[src/rtl/axis_frame_gen.sv]
// axis_frame_gen: AXI4-Stream master that emits runs of fixed-length frames of an
// incrementing word counter, with optional idle gaps between frames.
// Ports: m00_axis_aclk/m00_axis_aresetn (clock, async active-low reset),
//   start/num_frames/start_value (run request), m00_axis_t* (AXIS master),
//   busy/done (run status).
// Optional feature: define AXIS_FRAME_GEN_CHECKSUM_EN to replace each frame's tlast
//   payload with the XOR of that frame's preceding beats.
module axis_frame_gen #(
  parameter int C_M00_AXIS_TDATA_WIDTH = 32,
  parameter int FRAME_LEN              = 16,
  parameter int GAP_CYCLES             = 0
) (
  input  logic                                m00_axis_aclk,
  input  logic                                m00_axis_aresetn,
  input  logic                                start,
  input  logic [15:0]                         num_frames,
  input  logic [C_M00_AXIS_TDATA_WIDTH-1:0]   start_value,
  input  logic                                m00_axis_tready,
  output logic                                m00_axis_tvalid,
  output logic                                m00_axis_tlast,
  output logic [C_M00_AXIS_TDATA_WIDTH-1:0]   m00_axis_tdata,
  output logic [C_M00_AXIS_TDATA_WIDTH/8-1:0] m00_axis_tstrb,
  output logic                                busy,
  output logic                                done
);

  localparam int W  = C_M00_AXIS_TDATA_WIDTH;
  localparam int SW = C_M00_AXIS_TDATA_WIDTH / 8;
  localparam logic [15:0] LAST_BEAT = 16'(FRAME_LEN - 1);
  localparam logic [7:0]  GAP_LAST  = 8'(GAP_CYCLES - 1);

  typedef enum logic [1:0] {S_IDLE, S_SEND, S_GAP, S_DONE} state_t;

  state_t          state_q, state_d;
  logic [1:0]      rst_sync_q, rst_sync_d;
  logic [15:0]     num_frames_q, num_frames_d;
  logic [15:0]     frame_q, frame_d;
  logic [15:0]     beat_q, beat_d;
  logic [7:0]      gap_q, gap_d;
  logic [W-1:0]    word_q, word_d;
`ifdef AXIS_FRAME_GEN_CHECKSUM_EN
  logic [W-1:0]    csum_q, csum_d;
`endif
  logic            tvalid_q, tvalid_d;
  logic            tlast_q, tlast_d;
  logic [W-1:0]    tdata_q, tdata_d;
  logic [SW-1:0]   tstrb_q, tstrb_d;
  logic            busy_q, busy_d;
  logic            done_q, done_d;

  logic            xfer;
  logic            last_beat;
  logic            accept;
  logic [15:0]     frame_next;

  // Start is only honoured once the reset release has propagated through two
  // flops, so a start present on the first edge after release is ignored.
  assign rst_sync_d = {rst_sync_q[0], 1'b1};
  assign xfer       = tvalid_q & m00_axis_tready;
  assign last_beat  = (beat_q == LAST_BEAT);
  assign accept     = (state_q == S_IDLE) && start && rst_sync_q[1];
  assign frame_next = frame_q + 16'd1;

  // State register
  always_ff @(posedge m00_axis_aclk or negedge m00_axis_aresetn) begin
    if (!m00_axis_aresetn) begin
      state_q <= S_IDLE;
    end else begin
      state_q <= state_d;
    end
  end

  // Next-state logic
  always_comb begin
    state_d = state_q;
    case (state_q)
      S_IDLE: begin
        if (accept) begin
          state_d = (num_frames != 16'd0) ? S_SEND : S_DONE;
        end
      end
      S_SEND: begin
        if (xfer && last_beat) begin
          if (frame_next == num_frames_q) begin
            state_d = S_DONE;
          end else if (GAP_CYCLES > 0) begin
            state_d = S_GAP;
          end else begin
            state_d = S_SEND;
          end
        end
      end
      S_GAP: begin
        if (gap_q == GAP_LAST) begin
          state_d = S_SEND;
        end
      end
      S_DONE:  state_d = S_IDLE;
      default: state_d = S_IDLE;
    endcase
  end

  // Counters: only accepted starts and actual transfers move them.
  always_comb begin
    num_frames_d = num_frames_q;
    frame_d      = frame_q;
    beat_d       = beat_q;
    gap_d        = gap_q;
    word_d       = word_q;
`ifdef AXIS_FRAME_GEN_CHECKSUM_EN
    csum_d       = csum_q;
`endif
    if (accept) begin
      num_frames_d = num_frames;
      word_d       = start_value;
      frame_d      = 16'd0;
      beat_d       = 16'd0;
      gap_d        = 8'd0;
`ifdef AXIS_FRAME_GEN_CHECKSUM_EN
      csum_d       = '0;
`endif
    end
    if ((state_q == S_SEND) && xfer) begin
      if (last_beat) begin
        beat_d  = 16'd0;
        frame_d = frame_next;
        gap_d   = 8'd0;
`ifdef AXIS_FRAME_GEN_CHECKSUM_EN
        // The checksum beat does not consume a counter value.
        csum_d  = '0;
`else
        word_d  = word_q + 1'b1;
`endif
      end else begin
        beat_d  = beat_q + 16'd1;
        word_d  = word_q + 1'b1;
`ifdef AXIS_FRAME_GEN_CHECKSUM_EN
        csum_d  = csum_q ^ tdata_q;
`endif
      end
    end
    if (state_q == S_GAP) begin
      gap_d = gap_q + 8'd1;
    end
  end

  // Output logic: outputs are registered, so they are computed from the
  // next state and next counters. A stalled beat sees unchanged inputs here
  // and therefore holds.
  always_comb begin
    tvalid_d = (state_d == S_SEND);
    tlast_d  = (state_d == S_SEND) && (beat_d == LAST_BEAT);
    tdata_d  = tdata_q;
    tstrb_d  = tstrb_q;
    if (state_d == S_SEND) begin
      tstrb_d = '1;
`ifdef AXIS_FRAME_GEN_CHECKSUM_EN
      tdata_d = tlast_d ? csum_d : word_d;
`else
      tdata_d = word_d;
`endif
    end
    busy_d = (state_d == S_SEND) || (state_d == S_GAP);
    done_d = (state_d == S_DONE);
  end

  always_ff @(posedge m00_axis_aclk or negedge m00_axis_aresetn) begin
    if (!m00_axis_aresetn) begin
      rst_sync_q   <= 2'b00;
      num_frames_q <= 16'd0;
      frame_q      <= 16'd0;
      beat_q       <= 16'd0;
      gap_q        <= 8'd0;
      word_q       <= '0;
`ifdef AXIS_FRAME_GEN_CHECKSUM_EN
      csum_q       <= '0;
`endif
      tvalid_q     <= 1'b0;
      tlast_q      <= 1'b0;
      tdata_q      <= '0;
      tstrb_q      <= '0;
      busy_q       <= 1'b0;
      done_q       <= 1'b0;
    end else begin
      rst_sync_q   <= rst_sync_d;
      num_frames_q <= num_frames_d;
      frame_q      <= frame_d;
      beat_q       <= beat_d;
      gap_q        <= gap_d;
      word_q       <= word_d;
`ifdef AXIS_FRAME_GEN_CHECKSUM_EN
      csum_q       <= csum_d;
`endif
      tvalid_q     <= tvalid_d;
      tlast_q      <= tlast_d;
      tdata_q      <= tdata_d;
      tstrb_q      <= tstrb_d;
      busy_q       <= busy_d;
      done_q       <= done_d;
    end
  end

  assign m00_axis_tvalid = tvalid_q;
  assign m00_axis_tlast  = tlast_q;
  assign m00_axis_tdata  = tdata_q;
  assign m00_axis_tstrb  = tstrb_q;
  assign busy            = busy_q;
  assign done            = done_q;

endmodule

[config.mk]
export PLATFORM = sky130hd
export DESIGN_NAME = axis_frame_gen
export DESIGN_NICKNAME = d
export VERILOG_FILES = /design/src/rtl/axis_frame_gen.sv
export SDC_FILE = /design/constraint.sdc
export NUM_CORES = 1
export LEC_CHECK = 0
export ABC_AREA = 1
export BUFFER_PORTS_ARGS = -buffer_cell sky130_fd_sc_hd__buf_4
export CORE_MARGIN = 5
export CORE_UTILIZATION = 35
export DETAILED_ROUTE_END_ITERATION = 6
export PLACE_DENSITY_LB_ADDON = 0.05
export SLEW_MARGIN = 40
export SYNTH_ARGS = -nofsm -noshare
export SYNTH_HDL_FRONTEND = slang
export SYNTH_SLANG_ARGS = --single-unit
[constraint.sdc]
create_clock -name m00_axis_aclk -period 4.7 [get_ports m00_axis_aclk]
set_input_delay 0.47 -clock m00_axis_aclk [delete_from_list [all_inputs] [get_ports m00_axis_aclk]]
set_output_delay 0.47 -clock m00_axis_aclk [all_outputs]
set_load 0.02 [all_outputs]
==> metrics <==
outcome completed; Total Neg Setup Slack 0 ps; Slew Viols, Final 0; final hold violations 0; number of enable flip-flop cells after synthesis 0; post-CTS setup buffer count 0; GRT Total Usage 17.5%; Placed Area 0.00817 mm²; Die W 154 µm; Seq/Total Area, Yosys 44.5%; clock slew at reported path FFs 60 ps; Top FF cell, synth dfrtp_1; Final Skew 13.8 ps; Setup CP Type register to register; power per cell area 444 mW/mm²; number of CTS-inserted buffers 17; total number of vias 6460; worst path required time 5000 ps; n_diodes 0; Syn. warnings 0; Slowest Stage Delay on Critical Path 470 ps; Rows 52; FMAX 0.336 GHz; MaxCap Viol Count 0; Crit Path Max Fanout 38; Final nets 1108; Vias per Instance 4.86; initial antenna violation count 0; PortBufs 91; most frequent cells in the layout nand2_1, dfrtp_1, buf_4; 1st-pass router iterations 5; post-route ant nets 0; share of cells above drive strength 1 17.2%; Worst-Skew Late Latency 420 ps; Initial Util 35.8%; H-tree Lvls 4; die area 0.0237 mm²; Core ar. 0.0203 mm²; WL/cell 15.1 µm; largest area contributor in the netlist dfrtp_1; library cells used by synthesis 46; Mapped Cells 963; CTS Root Cell clkbuf_16; WP data arrival 3270 ps; Top Ports 92; drt drc 0; Syn Area/Cell 7.54 µm²; Bufs on Longest Clock Path 2; clock sinks 129; Mapped Area 0.00726 mm²; Leak Pwr 4.37 nW; critical path launch point type register; Setup Viol. Count Final 0; min cycle time layout 2980 ps; leading cell type in the layout, fill and taps excluded nand2_1; CP Capture Type register; hpwl dp 14.2 mm; Vert. Die Dim 154 µm; final instance area 0.00889 mm²; Final period util 63.3%; worst-path cell chain ha_1 > nand2_1 > nor2_4 > nand3_1 > nand2_1 > nand2_1 > nand2_1 > nand2_1 > nor2_1 > nand2_1 > nor2_1 > nand2_1 > nand2_1 > a21oi_1 > ha_1 > buf_4 > or2_2; Seq cells post-synth 129; routability-driven placement congestion ratio 0.801; Slew headroom 52.5%; ranking of synthesized cells by area dfrtp_1, nand2_1, nand3_1, nor2_1, o21ai_0; first-pass GRT wire length 33.7 mm; number of global-route vias before repair 6542; CTS tree built; drt total wl 20.0 mm; slowest stage cell, crit path dfrtp_1; maximum VDD drop 0.000188 V; Async S/R FF share, synth 100%; Overflow after GRT 0; slew at the pin closest to its max-slew limit 712 ps; net count after synthesis 1022; largest net degree at the start of global routing 94; RSZ-0062 raised after global routing no; initial detailed-routing violation count 277; Fillers 2091; CP dominant cell by count nand2_1; top cell type's share of synthesized area 44.5%; Hold Crit Class primary input to register; Area growth, synth to finish 22.4%
worst paths after layout:
kind                                       start                end  slack [ps]  depth (start not counted)
worst max register to register        frame_q[0]  m00_axis_tstrb[0]        1720                         17
worst max-delay path                  frame_q[0]  m00_axis_tstrb[0]        1720                         17
worst min-delay path               num_frames[2]    num_frames_q[2]         260                          3
max in group asynchronous       m00_axis_aresetn         word_q[11]        3030                          4
worst min register to register     rst_sync_q[0]      rst_sync_q[1]         360                          0
min in group asynchronous       m00_axis_aresetn   num_frames_q[13]         550                          2
critical path, delay by kind of cell (launching register included):
kind                       cells  cell delay, ps
and+or+nand+nor               13            1520
DFF                            1             470
buffers and inverters          1             280
adders and majority gates      2             500
AOI/OAI and AO/OA              1              80
report_power, final:
group	internal [mW]	total, mW	switching [mW]
clock network	1.05	1.56	0.517
logic	0.348	0.933	0.586
registers	1.27	1.45	0.179
logic make-up after synthesis:
kind of cell | after synthesis | synth area share [%]
other | 1 | 0.0516
XOR/XNOR | 16 | 2.31
flip-flops | 129 | 44.5
adder cells (fa/ha/maj) | 7 | 1.21
buffers and inverters | 123 | 6.88
AND/OR/NAND/NOR | 545 | 34.1
AO/OA/AOI/OAI | 142 | 11.0
cell usage after synthesis (all sizes together) (12+ instances only):
cell type  instances
o22ai             24
xor2              12
nand4             23
nor3              21
nor2             100
buf               20
dfrtp            129
inv               90
o21ai             82
nand2            311
nand3             72
a21oi             22
layout make-up:
type	instances	area [µm²]	share of cell area (%)
Inverter	92	345	3.89
Sequential cell	129	3230	36.3
Timing Repair Buffer	98	758	8.53
Clock buffer	17	425	4.79
Clock inverter	13	259	2.91
Tap cell	270	338	3.80
Multi-Input combinational cell	711	3530	39.8
registers in the layout, summed over array words and instances (netlist names), 2 cells and up:
name            count
m00_axis_tdata     32
gap_q               8
num_frames_q       16
state_q             2
beat_q             16
frame_q            16
word_q             32
rst_sync_q          2
stage by stage:
step           utilization (%)  power (mW)  setup WS (ps)  std cells  hold WS [ps]
2_1_floorplan                -        2.09           2200        963           174
5_1_grt                   43.8        4.20           1430       1330           272
3_5_place_dp              40.3        2.39           1440       1298           343
3_3_place_gp              40.2        2.40           1550       1298           331
4_1_cts                   43.6        3.98           1390       1328           102
6_report                  43.8        3.95           1720       1330           258
per-layer routing:
metal | vias to the layer above | part of all wire, % | GRT usage, %
met1 | 2992 | 49 | 24.7
met2 | 111 | 46 | 27.4
met4 | 0 | 1.3 | 4.63
li1 | 3333 | - | -
met3 | 24 | 3.9 | 3.91
met5 | - | 0 | 0
timing repair:
action                    in CTS  in global routing
gates resized for setup        0                  0
hold buffers                   0                  1
hold endpoints to repair       0                 15
(Power assumes the default switching activity.)
